<file path="config.mk">
export PLATFORM = sky130hd
export DESIGN_NAME = hw_itr_sequencer
export DESIGN_NICKNAME = d
export VERILOG_FILES = /design/src/rtl/hw_itr_sequencer_pkg.sv /design/src/rtl/hw_itr_cause_fifo.sv /design/src/rtl/hw_itr_sequencer.sv
export SDC_FILE = /design/constraint.sdc
export NUM_CORES = 1
export LEC_CHECK = 0
export CAP_MARGIN = 20
export CORE_UTILIZATION = 43
export CTS_CLUSTER_DIAMETER = 50
export CTS_CLUSTER_SIZE = 16
export DETAILED_ROUTE_END_ITERATION = 8
export PLACE_DENSITY = 0.91
export SLEW_MARGIN = 20
export SYNTH_ARGS = -nofsm -noshare
export SYNTH_HDL_FRONTEND = slang
export SYNTH_SLANG_ARGS = --single-unit
</file>
<file path="constraint.sdc">
create_clock -name clk -period 2.69 [get_ports clk]
set_input_delay 0.4035 -clock clk [delete_from_list [all_inputs] [get_ports clk]]
set_output_delay 0.4035 -clock clk [all_outputs]
set_load 0.005 [all_outputs]
</file>
<file path="src/rtl/hw_itr_sequencer_pkg.sv">
// Shared types and constants for the hardware-interrupt sequencer.
//   hw_itr_state_e     : sequencer FSM states
//   hw_itr_cause_t     : default-width IRQ cause code
//   HW_ITR_HANDLER_PC  : default handler entry address
//   hw_itr_sat_inc8    : saturating 8-bit increment
package hw_itr_sequencer_pkg;

  typedef enum logic [2:0] {
    IDLE,
    DRAIN,
    ENTER,
    HANDLER,
    EXIT
  } hw_itr_state_e;

  typedef logic [3:0] hw_itr_cause_t;

  localparam logic [31:0] HW_ITR_HANDLER_PC = 32'h8000_1000;

  function automatic logic [7:0] hw_itr_sat_inc8(input logic [7:0] v);
    return (v == 8'hff) ? v : v + 8'd1;
  endfunction

endpackage

</file>
<file path="src/rtl/hw_itr_cause_fifo.sv">
// Pending IRQ cause FIFO.
//   clk, reset_n : clock, asynchronous active-low reset
//   push, wdata  : enqueue request (ignored when full)
//   pop          : dequeue request (ignored when empty)
//   rdata        : head entry
//   full, empty  : flags decoded from the registered occupancy count
// Flags come only from the registered count, so a pop in the same cycle never
// makes room for a push.
module hw_itr_cause_fifo #(
  parameter int unsigned DEPTH = 4,
  parameter int unsigned WIDTH = 4
) (
  input  logic             clk,
  input  logic             reset_n,
  input  logic             push,
  input  logic [WIDTH-1:0] wdata,
  input  logic             pop,
  output logic [WIDTH-1:0] rdata,
  output logic             full,
  output logic             empty
);

  localparam int unsigned AW = $clog2(DEPTH);
  localparam logic [AW:0] FULL_CNT = (AW + 1)'(DEPTH);

  logic [WIDTH-1:0] mem [DEPTH];
  logic [AW-1:0]    wr_ptr_q;
  logic [AW-1:0]    rd_ptr_q;
  logic [AW:0]      count_q;
  logic             do_push;
  logic             do_pop;

  assign full    = (count_q == FULL_CNT);
  assign empty   = (count_q == '0);
  assign do_push = push & ~full;
  assign do_pop  = pop & ~empty;
  assign rdata   = mem[rd_ptr_q];

  // Pointers wrap naturally because DEPTH is a power of two.
  always_ff @(posedge clk or negedge reset_n) begin
    if (!reset_n) begin
      wr_ptr_q <= '0;
      rd_ptr_q <= '0;
      count_q  <= '0;
    end else begin
      if (do_push) wr_ptr_q <= wr_ptr_q + 1'b1;
      if (do_pop)  rd_ptr_q <= rd_ptr_q + 1'b1;
      case ({do_push, do_pop})
        2'b10:   count_q <= count_q + 1'b1;
        2'b01:   count_q <= count_q - 1'b1;
        default: count_q <= count_q;
      endcase
    end
  end

  always_ff @(posedge clk) begin
    if (do_push) mem[wr_ptr_q] <= wdata;
  end

endmodule

</file>
<file path="src/rtl/hw_itr_sequencer.sv">
// Hardware-interrupt sequencer for warp 0.
// Queues IRQ causes, drains warp 0, redirects it to the handler and saves the
// resume PC. The handler's overloaded WSPAWN (WspawnPCplus4 strobe) marks the
// return, after which warp 0 is redirected back to the saved EPC.
//   clk, reset_n                 : clock, asynchronous active-low reset
//   irq_valid/irq_cause/irq_ready: IRQ cause enqueue handshake
//   itr_enable                   : global interrupt enable from CSRs
//   wspawn_pc4, wspawn_pc4_wr    : return-marker PC and strobe from execute
//   warp0_pc, warp0_idle         : warp-0 next PC and no-instruction-in-flight
//   stall_warp0                  : block warp-0 issue
//   redirect_valid/pc/ready      : PC redirect handshake to the scheduler
//   in_handler, cur_cause, epc   : service status
//   marker_pc                    : last accepted return-marker PC
//   spurious_cnt                 : saturating count of strobes outside HANDLER
module hw_itr_sequencer
  import hw_itr_sequencer_pkg::*;
#(
  parameter int unsigned PC_BITS    = 32,
  parameter int unsigned CAUSE_BITS = 4,
  parameter int unsigned PEND_DEPTH = 4,
  parameter logic [PC_BITS-1:0] HANDLER_PC = PC_BITS'(HW_ITR_HANDLER_PC)
) (
  input  logic                  clk,
  input  logic                  reset_n,
  input  logic                  irq_valid,
  input  logic [CAUSE_BITS-1:0] irq_cause,
  output logic                  irq_ready,
  input  logic                  itr_enable,
  input  logic [PC_BITS-1:0]    wspawn_pc4,
  input  logic                  wspawn_pc4_wr,
  input  logic [PC_BITS-1:0]    warp0_pc,
  input  logic                  warp0_idle,
  output logic                  stall_warp0,
  output logic                  redirect_valid,
  output logic [PC_BITS-1:0]    redirect_pc,
  input  logic                  redirect_ready,
  output logic                  in_handler,
  output logic [CAUSE_BITS-1:0] cur_cause,
  output logic [PC_BITS-1:0]    epc,
  output logic [PC_BITS-1:0]    marker_pc,
  output logic [7:0]            spurious_cnt
);

  hw_itr_state_e         state_q, state_d;
  logic [PC_BITS-1:0]    epc_q;
  logic [PC_BITS-1:0]    marker_q;
  logic [CAUSE_BITS-1:0] cause_q;
  logic [7:0]            spur_q;

  logic                  fifo_pop;
  logic                  fifo_full;
  logic                  fifo_empty;
  logic [CAUSE_BITS-1:0] fifo_head;

  // Only DRAIN pops, and DRAIN is only entered with a non-empty FIFO.
  assign fifo_pop = (state_q == DRAIN) & itr_enable & warp0_idle;

  hw_itr_cause_fifo #(
    .DEPTH (PEND_DEPTH),
    .WIDTH (CAUSE_BITS)
  ) u_cause_fifo (
    .clk     (clk),
    .reset_n (reset_n),
    .push    (irq_valid),
    .wdata   (irq_cause),
    .pop     (fifo_pop),
    .rdata   (fifo_head),
    .full    (fifo_full),
    .empty   (fifo_empty)
  );

  assign irq_ready    = ~fifo_full;
  assign cur_cause    = cause_q;
  assign epc          = epc_q;
  assign marker_pc    = marker_q;
  assign spurious_cnt = spur_q;

  always_ff @(posedge clk or negedge reset_n) begin
    if (!reset_n) state_q <= IDLE;
    else          state_q <= state_d;
  end

  always_comb begin
    state_d = state_q;
    unique case (state_q)
      IDLE:    if (!fifo_empty && itr_enable) state_d = DRAIN;
      DRAIN: begin
        if (!itr_enable)     state_d = IDLE;
        else if (warp0_idle) state_d = ENTER;
      end
      ENTER:   if (redirect_ready) state_d = HANDLER;
      HANDLER: if (wspawn_pc4_wr)  state_d = EXIT;
      EXIT:    if (redirect_ready) state_d = IDLE;
      default: state_d = IDLE;
    endcase
  end

  // Outputs decode only registered state and registered EPC, so the redirect
  // request is glitch-free and stable while waiting for ready.
  always_comb begin
    stall_warp0    = 1'b0;
    redirect_valid = 1'b0;
    redirect_pc    = '0;
    in_handler     = 1'b0;
    unique case (state_q)
      DRAIN: stall_warp0 = 1'b1;
      ENTER: begin
        stall_warp0    = 1'b1;
        redirect_valid = 1'b1;
        redirect_pc    = HANDLER_PC;
      end
      HANDLER: in_handler = 1'b1;
      EXIT: begin
        stall_warp0    = 1'b1;
        redirect_valid = 1'b1;
        redirect_pc    = epc_q;
        in_handler     = 1'b1;
      end
      default: ;
    endcase
  end

  always_ff @(posedge clk or negedge reset_n) begin
    if (!reset_n) begin
      epc_q    <= '0;
      cause_q  <= '0;
      marker_q <= '0;
      spur_q   <= '0;
    end else begin
      if (fifo_pop) begin
        epc_q   <= warp0_pc;
        cause_q <= fifo_head;
      end
      if (wspawn_pc4_wr) begin
        if (state_q == HANDLER) marker_q <= wspawn_pc4;
        else                    spur_q   <= hw_itr_sat_inc8(spur_q);
      end
    end
  end

endmodule
</file>
Word level (Yosys, flattened, before mapping). Memory sizes are Yosys's and may differ from the RTL's. A register that Yosys moved wholly into a read port is not among the register bits. Cells that the tools add are included.

Word-level logic and storage cells: 60. Input port bits: 75. Memories kept: 1. Flip-flop bits (word level): 82. RAM bits: 16.

Reduce and logical (&&, ||, !) cells: 12. Multiplexer cells: 14. Add/subtract/negate cells: 5. Bitwise operators: 8. Equal/unequal tests: 13.

Memories: u_cause_fifo.mem (depth 4, bits a word 4, rd ports 1, clocked after Yosys merged registers in 1, wr ports 1, line hw_itr_cause_fifo.sv:26) `logic [WIDTH-1:0] mem [DEPTH];`.

Operator list (count): 32-bit case mux with 2 select lines (1); 3-bit two-way mux (6); 3-bit case mux with 5 select lines (1); 8-bit by 1-bit adder with 8-bit output, second input constant (1); 8-bit == test, second input constant (1); 2-bit inequality test, second input constant (4); 3-bit by 2-bit == test with 1-bit output, second input constant (2); 3-bit == test, second input constant (2); 3-bit zero test (2); 3-bit case mux with 2 select lines (1); 1-bit two-way mux (5); 5-bit AND reduction (1); 2-bit by 1-bit adder with 2-bit output, second input constant (2); 1-bit bitwise AND (4); 1-bit inverter (4); 2-bit OR reduction (2); 3-bit by 1-bit adder with 3-bit output, second input constant (1); 3-bit by 1-bit == test with 1-bit output, second input constant (1); 3-bit inequality test, second input constant (1); 3-bit AND reduction (1); 3-bit OR reduction (1); 3-bit by 1-bit subtractor with 3-bit output, second input constant (1); 2-bit by 1-bit == test with 1-bit output, second input constant (1); 2-bit == test, second input constant (1); 4 further kinds (5).

Depth between registers and ports, before layout. Gate-level depths: netlist of run 1.

Depth in word-level cells: 6. Mapped depth: 10. Depth with buffers taken out: 10.

Cells and area by module. From an unflattened synthesis of run 1, not the netlist that was laid out.

Cells, all modules: 304. Area total of the unflattened synthesis: 4540.6 um^2.

By module, submodules not included: hw_itr_sequencer (times used 1, area each 3530.9 um^2, cells each 245, seq. area each 1976.9 um^2); hw_itr_cause_fifo (times used 1, area each 1009.7 um^2, cells each 59, seq. area each 655.6 um^2).

Worst setup path before layout of run 1. OpenSTA, ideal clock, no wires.

Path type: reg2reg. From: register state_q[1]. To: register u_cause_fifo.count_q[2]. Cell stages (with the launch flop): 10. Setup slack: 0.608 ns. Required time: 2.611 ns. Arrival: 2.002 ns. Setup time: 0.079 ns. Buffers on the path: 1. Period minus slack after synthesis: 2.082 ns. Cells stage by stage: dfrtp_1 > buf_2 > nand4b_4 > nor3_2 > ha_1 > inv_1 > fa_1 > xor2_1 > nor2_1 > xor2_1.

Cells in the longest elaborated chain, start to end: 6.

Ends and longest elaborated chain: from (decl) (line hw_itr_sequencer.sv:44) `hw_itr_state_e state_q, state_d;`; from (signal assigned) (line hw_itr_sequencer.sv:80) `else state_q <= state_d;`; 3-bit by 1-bit == test with 1-bit output (*) (line hw_itr_sequencer.sv:56) `assign fifo_pop = (state_q == DRAIN) & itr_enable & warp0_idle;`; 1-bit bitwise AND (*) (2 in series) (line hw_itr_sequencer.sv:56); 1-bit bitwise AND (*) (line hw_itr_cause_fifo.sv:36) `assign do_pop = pop & ~empty;`; via u_cause_fifo.do_pop (line hw_itr_cause_fifo.sv:31) `logic do_pop;`; 2-bit by 1-bit == test with 1-bit output or 2-bit == test (tied branches) (line hw_itr_cause_fifo.sv:48) `case ({do_push, do_pop})`; 3-bit case mux with 2 select lines or 2-bit nonzero test (tied branches); to (signal assigned) (line hw_itr_cause_fifo.sv:49) `2'b10: count_q <= count_q + 1'b1;`; to (signal assigned) (line hw_itr_cause_fifo.sv:50) `2'b01: count_q <= count_q - 1'b1;`; to (signal assigned) (line hw_itr_cause_fifo.sv:51) `default: count_q <= count_q;`; to (decl) (line hw_itr_cause_fifo.sv:29) `logic [AW:0] count_q;`.

The timed path passes the listed nets; every way through them passes the cells marked *. A chain may end at the register's enable or synchronous reset.

Worst setup path in the final report of run 1.
From: register state_q[1]. To: output redirect_pc[23].

Cells in the longest elaborated chain, start to end: 2.

Ends and longest elaborated chain: 3-bit == test or 3-bit by 2-bit == test with 1-bit output (tied branches) (line hw_itr_sequencer.sv:105) `unique case (state_q)`; 32-bit case mux with 2 select lines (*) (line hw_itr_sequencer.sv:105); to (decl) (line hw_itr_sequencer.sv:35) `output logic [PC_BITS-1:0] redirect_pc,`.

Every way passes the cells marked *; elsewhere a longest branch is shown, timed or not.

==> results of run 1 <==
-- what timing repair did --
action / CTS / global route
endpoints found under the setup margin: 0 / 8
buffers inserted: 0 / 0
resized for setup: 0 / 1
-- power by group --
part           leakage (uW)  switching (uW)  total [uW]  internal (uW)
combinational       0.00155             877        2910           2030
clock             0.0000922             547         951            404
sequential          0.00118             544        2800           2260
total               0.00282            1970        6660           4700
-- cell usage after synthesis (all sizes together), types with 2 or more instances --
cell,instances
dfrtp,86
xnor2,6
mux2,71
inv,6
and3,5
edfxtp,16
buf,10
nand4,2
mux4,4
nor3,4
clkbuf,4
xor2,5
nand2b,3
nor2b,2
o21ai,5
nand2,11
nor2,7
ha,6
a21oi,5
and2,31
nand3,5
-- registers in the layout (all words and copies together), names as in the netlist --
register and flops:
cur_cause 4, state_q 3, u_cause_fifo.wr_ptr_q 2, u_cause_fifo.rd_ptr_q 2, epc 32, marker_pc 32
u_cause_fifo.mem 16, spurious_cnt 8, u_cause_fifo.count_q 3
-- layer usage --
layer / part of all wire, % / routed length (um) / vias to the layer above / GRT usage (%)
li1: - / - / 1442 / -
met1: 41 / 4200 / 1556 / 23.1
met2: 54 / 5560 / 105 / 35.7
met3: 3.5 / 358 / 14 / 2.94
met4: 1.4 / 145 / 0 / 6.02
met5: 0 / 0 / - / 0
-- final timing paths --
kind	startpoint	endpoint
setup / recovery	state_q[1]$_DFFE_PN0P_	redirect_pc[23]
hold / removal	reset_n	epc[24]$_DFFE_PN0P_
setup reg to reg	state_q[1]$_DFFE_PN0P_	u_cause_fifo.count_q[2]$_DFFE_PN0P_
hold reg to reg	u_cause_fifo.count_q[0]$_DFFE_PN0P_	u_cause_fifo.count_q[0]$_DFFE_PN0P_
max in group asynchronous	reset_n	u_cause_fifo.rd_ptr_q[1]$_DFFE_PN0P_
min in group clk	u_cause_fifo.count_q[0]$_DFFE_PN0P_	u_cause_fifo.count_q[0]$_DFFE_PN0P_
-- per-stage QoR --
stage          total power [uW]  setup WS (ps)
2_1_floorplan              4050            608
3_3_place_gp               5630            281
3_5_place_dp               5760            200
4_1_cts                    6740           99.5
5_1_grt                    7070           17.2
6_report                   6660            147
-- final cells by class --
class | count | area (um^2)
inverter | 6 | 22.5
clock buffer | 10 | 149
sequential | 102 | 2630
multi-input combinational | 183 | 1740
clock inverter | 6 | 51.3
fill | 709 | 3270
timing repair buffer | 191 | 1930
tap | 133 | 166
-- logic make-up after synthesis --
group | after synthesis
AO/OA/AOI/OAI | 14
XOR/XNOR | 11
adder cells (fa/ha/maj) | 7
buffers and inverters | 20
flip-flops | 102
multiplexers | 76
AND/OR/NAND/NOR | 75
-- layout by cell type (no fill, tap or decap), types with 2 or more instances in the layout --
cell type / synthesis / routed
sky130_fd_sc_hd__clkdlybuf4s50_1: 0 / 185
sky130_fd_sc_hd__dfrtp_1: 86 / 86
sky130_fd_sc_hd__mux2_2: 42 / 42
sky130_fd_sc_hd__and2_1: 31 / 31
sky130_fd_sc_hd__mux2_4: 29 / 29
sky130_fd_sc_hd__edfxtp_1: 16 / 16
sky130_fd_sc_hd__nand2_1: 11 / 11
sky130_fd_sc_hd__clkbuf_8: 0 / 9
sky130_fd_sc_hd__inv_1: 6 / 6
sky130_fd_sc_hd__nor2_1: 6 / 6
sky130_fd_sc_hd__xnor2_1: 6 / 6
sky130_fd_sc_hd__ha_1: 6 / 6
sky130_fd_sc_hd__a21oi_1: 5 / 5
sky130_fd_sc_hd__nand3_1: 5 / 5
sky130_fd_sc_hd__and3_1: 5 / 5
sky130_fd_sc_hd__o21ai_0: 5 / 5
sky130_fd_sc_hd__xor2_1: 5 / 5
sky130_fd_sc_hd__mux4_2: 4 / 4
sky130_fd_sc_hd__nor3_1: 3 / 3
sky130_fd_sc_hd__clkinvlp_4: 0 / 3
sky130_fd_sc_hd__buf_4: 3 / 3
sky130_fd_sc_hd__nand2b_1: 2 / 2
sky130_fd_sc_hd__nor2b_1: 2 / 2
sky130_fd_sc_hd__nand4_1: 2 / 2
sky130_fd_sc_hd__buf_12: 0 / 2
==> summary.log, run 1 <==
[cells_and_area] post-layout util 67.1%
[global_routing] first-pass GRT wire length 16600 um
[timing] hold violation count in the final report 0
[setup_path] critical path, cell by cell nand2b_1 > nor2_1 > buf_6 > and2_1 > clkdlybuf4s50_1
[timing] part of the cycle the worst path needs 94.5%
[synthesis] fraction of the mapped netlist area in adder cells 2.12%
[synthesis] count of mapped cells out of synthesis 305
[floorplanning] initial standard-cell utilization of the core 45.2%
[floorplanning] standard-cell rows 36
[clock_tree] CTS clock-pin slew for the worst setup and hold paths 110 ps
[cells_and_area] count of placed standard cells in the final layout, fillers left out 631
[route] final wirelength 10300 um
[synthesis] Post-synth top flop sky130_fd_sc_hd__dfrtp_1
[synthesis] dominant cell type by area after synthesis sky130_fd_sc_hd__dfrtp_1
[setup_path] required time of the critical path 2290 ps
[synthesis] mean instance size in the synthesized netlist 14.7 um^2
[floorplanning] Die Y 104 um
[setup_path] cell family with most CP delay buffers and inverters
[place] count of input and output buffers 186
[floorplanning] number of primary I/O pins 187
[global_routing] largest net degree at the start of global routing 87
[synthesis] synthesized net count 387
[cells_and_area] share of layout cells above drive strength 1 20.7%
[clock_tree] clock root buffer sky130_fd_sc_hd__clkbuf_8
[global_routing] overall routing resource usage 19.4%
[floorplanning] DIE AREA 0.0109 mm^2
[route] overall via count from detail_route 3117
[clock_tree] cts bufs inserted 9
[setup_path] peak fanout along the critical path 30
[synthesis] synthesized area 0.00450 mm^2
[route] average wire per cell in the routed design 16.3 um
[synthesis] area fraction in compound gates after synthesis 1.78%
[setup_path] critical path class flip-flop to output pin
[route] Pre-Repair DR Iteration Count 4
[clock_tree] CTS tree yes
[timing] final worst clock skew 15.0 ps
[synthesis] most area-consuming cells after synthesis sky130_fd_sc_hd__dfrtp_1, sky130_fd_sc_hd__edfxtp_1, sky130_fd_sc_hd__mux2_2
[timing] min cycle time layout 2540 ps
[timing] relative max-transition margin 68.5%
[global_routing] via count of the first global-routing pass 3221
[cells_and_area] n_diodes 0
[place] number of placed cells counting well taps 615
[timing] Least-Margin Pin Slew 473 ps
[place] instance area after placement 0.00648 mm^2
[timing] aggregate negative setup slack 0 ps
[synthesis] largest family of logic cells by synthesized area multiplexers
[route] remaining antenna violation count 0
[setup_path] cell count of the worst reg-to-reg path 8
[synthesis] Post-Synth XOR/XNOR Area 2.14%
[route] DRC violation count after routing 0
[clock_tree] Max Buffers Root-to-Sink 2
[global_routing] initial antenna violation count 0
[route] DR vias/cell 4.94
[clock_tree] Sinks on Clock Net 102
[setup_path] critical path's slowest cell sky130_fd_sc_hd__dfrtp_1
[timing] number of slew-limit violations in the final report 0
[place] final weighted congestion of routability-driven global placement 0.801
[synthesis] number of register bits inferred by synthesis 102
[route] Iteration-0 DRC Markers 128
[synthesis] FFs w/ async S/R, synth 84.3%
[timing] setup repair after global routing missed its margin false
[power] leakage power of the design 0.00282 uW
[worst_hold_path] Tightest Hold Check Type primary input to async pin
[cells_and_area] Syn-to-layout area delta 48.7%
[synthesis] share of synthesized area spent on multiplexers 22.4%
[synthesis] number of library cell types mapped by synthesis 38
[outcome] outcome complete, no violations
[timing] hold_ws 57.6 ps
[job] MaxCap Viol Count 0
[clock_tree] number of levels in the clock H-tree 3
[floorplanning] floorplan core area 0.00995 mm^2
[power] pwr dens 997 mW/mm^2
[setup_path] buffers plus inverters on the worst setup path 2
[setup_path] Arrival @ worst endpoint 2140 ps
[setup_path] path length in cells of the critical path 5
[cells_and_area] Layout Nets 575
[setup_path] nature of the critical path startpoint flip-flop
[power] Worst IR Drop VDD 0.000519 V
[synthesis] EDFF count, synth 16
[synthesis] sequential-to-total area share from yosys stat 58.6%
[clock_tree] worst-skew pair later-pin latency 360 ps
[cells_and_area] post-route cell area 0.00668 mm^2
[timing] fmax 393 MHz
[setup_path] minimum setup slack among reg-to-reg paths 520 ps
[floorplanning] die width 104 um
[timing] final count of negative-setup-slack endpoints 0
[setup_path] longest individual stage delay on the worst path 540 ps
[synthesis] Synth warnings 0
[place] dpl hpwl 7560 um
[global_routing] sum of overflow across all layers after global routing 0
[synthesis] post-synthesis share of cell area spent on and, or, nand and nor gates 10.2%
[clock_tree] Hold Buf Count CTS 0
[synthesis] share of Yosys cell area claimed by the top area cell type 47.9%
[setup_path] crit path capture type output pin
No activity file was read; power rests on OpenSTA's default activity.
==> inputs of run 2 (changes only) <==
- CTS_CLUSTER_DIAMETER: 50 -> default
==> results of run 2 <==
No change in the layout: final DEF, timing and power equal those of run 1.
==> inputs of run 3 (changes only) <==
- CORE_UTILIZATION: 43 -> 48
- CTS_BUF_LIST: default -> sky130_fd_sc_hd__clkbuf_2 sky130_fd_sc_hd__clkbuf_4 sky130_fd_sc_hd__clkbuf_8
- PLACE_DENSITY: 0.91 -> 0.95
- clock period: 2.69 -> 3.1 ns (I/O delays scaled with it)
==> run 3 against run 2 <==
Compared with the run above: critical path depth is the same; core utilization increased by 7.6 points; largest power group unchanged; largest cell class unchanged; critical endpoint is now redirect_pc[24]; sequential share of layout area grew 0.24 points; power decreased by 11%.
==> summary.log, run 3 (synthesized netlist as in run 1, its figures left out) <==
[clock_tree] Sinks on Clock Net 102 [unchanged]
[timing] part of the cycle the worst path needs 86.2%
[timing] aggregate negative setup slack 0 ps [unchanged]
[floorplanning] Die Y 98.8 um [was 104 um]
[route] Pre-Repair DR Iteration Count 4 [unchanged]
[floorplanning] die width 98.8 um [was 104 um]
[cells_and_area] Layout Nets 573 [was 575]
[cells_and_area] Syn-to-layout area delta 47.8% [was 48.7%]
[setup_path] Arrival @ worst endpoint 2210 ps [was 2140 ps]
[cells_and_area] n_diodes 0 [unchanged]
[timing] Least-Margin Pin Slew 763 ps [was 473 ps]
[clock_tree] CTS clock-pin slew for the worst setup and hold paths 100 ps [was 110 ps]
[global_routing] initial antenna violation count 0 [unchanged]
[power] leakage power of the design 0.00283 uW [was 0.00282 uW]
[power] Worst IR Drop VDD 0.000604 V [was 0.000519 V]
[cells_and_area] most frequent cells in the layout sky130_fd_sc_hd__clkdlybuf4s50_1, sky130_fd_sc_hd__dfrtp_1, sky130_fd_sc_hd__mux2_2 [unchanged]
[setup_path] critical path class flip-flop to output pin [unchanged]
[power] Net Sw Frac 29.1% [was 29.5%]
[route] overall via count from detail_route 3110 [was 3117]
[setup_path] crit path capture type output pin [unchanged]
[global_routing] first-pass GRT wire length 16700 um [was 16600 um]
[timing] final worst clock skew 9.95 ps [was 15.0 ps]
[clock_tree] worst-skew pair later-pin latency 350 ps [was 360 ps]
[place] dpl hpwl 7830 um [was 7560 um]
[global_routing] most crowded layer after global routing met2 [unchanged]
[clock_tree] setup repair bufs after CTS 0 [unchanged]
[floorplanning] number of primary I/O pins 187 [unchanged]
[cells_and_area] share of layout cells above drive strength 1 20.4% [was 20.7%]
[global_routing] met3 layer usage reported by global route 3.97% [was 2.94%]
[power] cell-internal power 4180 uW [was 4700 uW]
[timing] number of slew-limit violations in the final report 0 [unchanged]
[place] final weighted congestion of routability-driven global placement 0.851 [was 0.801]
[power] pwr dens 888 mW/mm^2 [was 997 mW/mm^2]
[timing] setup repair after global routing missed its margin false [unchanged]
[clock_tree] number of levels in the clock H-tree 3 [unchanged]
[floorplanning] standard-cell rows 34 [was 36]
[route] final wirelength 10500 um [was 10300 um]
[route] DR vias/cell 5.15 [was 4.94]
[timing] hold violation count in the final report 0 [unchanged]
[setup_path] peak fanout along the critical path 30 [unchanged]
[clock_tree] Max Buffers Root-to-Sink 2 [unchanged]
[clock_tree] CTS tree yes [unchanged]
[cells_and_area] most frequent standard cell in the layout excluding fill and tap cells sky130_fd_sc_hd__clkdlybuf4s50_1 [unchanged]
[timing] min cycle time layout 2670 ps
[outcome] outcome complete, no violations [unchanged]
[power] Clock Power Share 15.3% [was 14.3%]
[worst_hold_path] Tightest Hold Check Type primary input to async pin [unchanged]
[global_routing] largest net degree at the start of global routing 87 [unchanged]
[setup_path] nature of the critical path startpoint flip-flop [unchanged]
[floorplanning] DIE AREA 0.00976 mm^2 [was 0.0109 mm^2]
[timing] fmax 374 MHz
[power] Reg power frac 41.6% [was 42.1%]
[clock_tree] Hold Buf Count CTS 0 [unchanged]
[route] average wire per cell in the routed design 17.3 um [was 16.3 um]
[job] MaxCap Viol Count 0 [unchanged]
[power] power share of the combinational group 43.1% [was 43.7%]
[clock_tree] Resize count post-CTS 0 [unchanged]
[clock_tree] clock root buffer sky130_fd_sc_hd__clkbuf_8 [unchanged]
[route] DRC violation count after routing 0 [unchanged]
[place] instance area after placement 0.00642 mm^2 [was 0.00648 mm^2]
[global_routing] M2 GR Usage 39.4% [was 35.7%]
[setup_path] required time of the critical path 2630 ps [was 2290 ps]
[timing] hold_ws 143 ps [was 57.6 ps]
[timing] final count of negative-setup-slack endpoints 0 [unchanged]
[place] count of input and output buffers 186 [unchanged]
[global_routing] via count of the first global-routing pass 3256 [was 3221]
[clock_tree] cts bufs inserted 9 [unchanged]
[floorplanning] floorplan core area 0.00889 mm^2 [was 0.00995 mm^2]
[floorplanning] initial standard-cell utilization of the core 50.6% [was 45.2%]
[cells_and_area] Fillers 564 [was 709]
[global_routing] overall routing resource usage 22.3% [was 19.4%]
[timing] relative max-transition margin 49.2% [was 68.5%]
[route] remaining antenna violation count 0 [unchanged]
[route] Iteration-0 DRC Markers 96 [was 128]
[global_routing] sum of overflow across all layers after global routing 0 [unchanged]
[power] net switching power 1720 uW [was 1970 uW]
[global_routing] GR met1 Demand/Resource 27.5% [was 23.1%]
[cells_and_area] post-route cell area 0.00664 mm^2 [was 0.00668 mm^2]
## run 3: stage by stage
step	setup WS (ps)	instances	utilization, %	total power (uW)
2_1_floorplan	1020	305	-	3510
3_3_place_gp	579	588	72.2	4900
3_5_place_dp	453	588	72.2	5040
4_1_cts	400	604	74.7	5960
5_1_grt	235	604	74.7	6240
6_report	429	604	74.7	5900
## run 3: worst paths after layout
path,startpoint,end,slack (ps),cells past startpoint
setup / recovery,state_q[1]$_DFFE_PN0P_,redirect_pc[24],430,5
hold / removal,reset_n,marker_pc[20]$_DFFE_PN0P_,140,1
setup reg to reg,state_q[0]$_DFFE_PN0P_,u_cause_fifo.count_q[2]$_DFFE_PN0P_,790,8
hold reg to reg,cur_cause[3]$_DFFE_PN0P_,cur_cause[3]$_DFFE_PN0P_,510,1
max in group asynchronous,reset_n,spurious_cnt[2]$_DFFE_PN0P_,2420,1
min in group clk,cur_cause[3]$_DFFE_PN0P_,cur_cause[3]$_DFFE_PN0P_,510,1
## run 3: worst max-delay path, cell delays in order, from the launching register on
cell	delay [ps]
sky130_fd_sc_hd__dfrtp_1	540
sky130_fd_sc_hd__nand2b_1	230
sky130_fd_sc_hd__nor2_1	130
sky130_fd_sc_hd__buf_4	270
sky130_fd_sc_hd__and2_1	160
sky130_fd_sc_hd__clkdlybuf4s50_1	520
## run 3: cell type report
type	instances	area, um^2	share of cell area [%]
flip-flops and latches	102	2630	39.6
repair buffers	189	1900	28.6
multi-input cells	183	1740	26.1
well taps	108	135	2.03
clock buffers	10	131	1.98
clock inverters	6	86.3	1.30
inverters	6	22.5	0.339
## run 3: per-layer routing
metal	vias to the layer above	part of all wire, %
li1	1436	-
met1	1514	40
met2	146	53
met3	14	6.1
met4	0	1.5
met5	-	0
## run 3: power by group through the flow
stage | registers (uW) | logic [uW] | clock network (uW)
finish | 2450 | 2540 | 902
global route | 2540 | 2720 | 976
CTS | 2460 | 2580 | 921
detailed placement | 2470 | 2570 | 0
global placement | 2430 | 2470 | 0
floorplan | 2370 | 1140 | 0
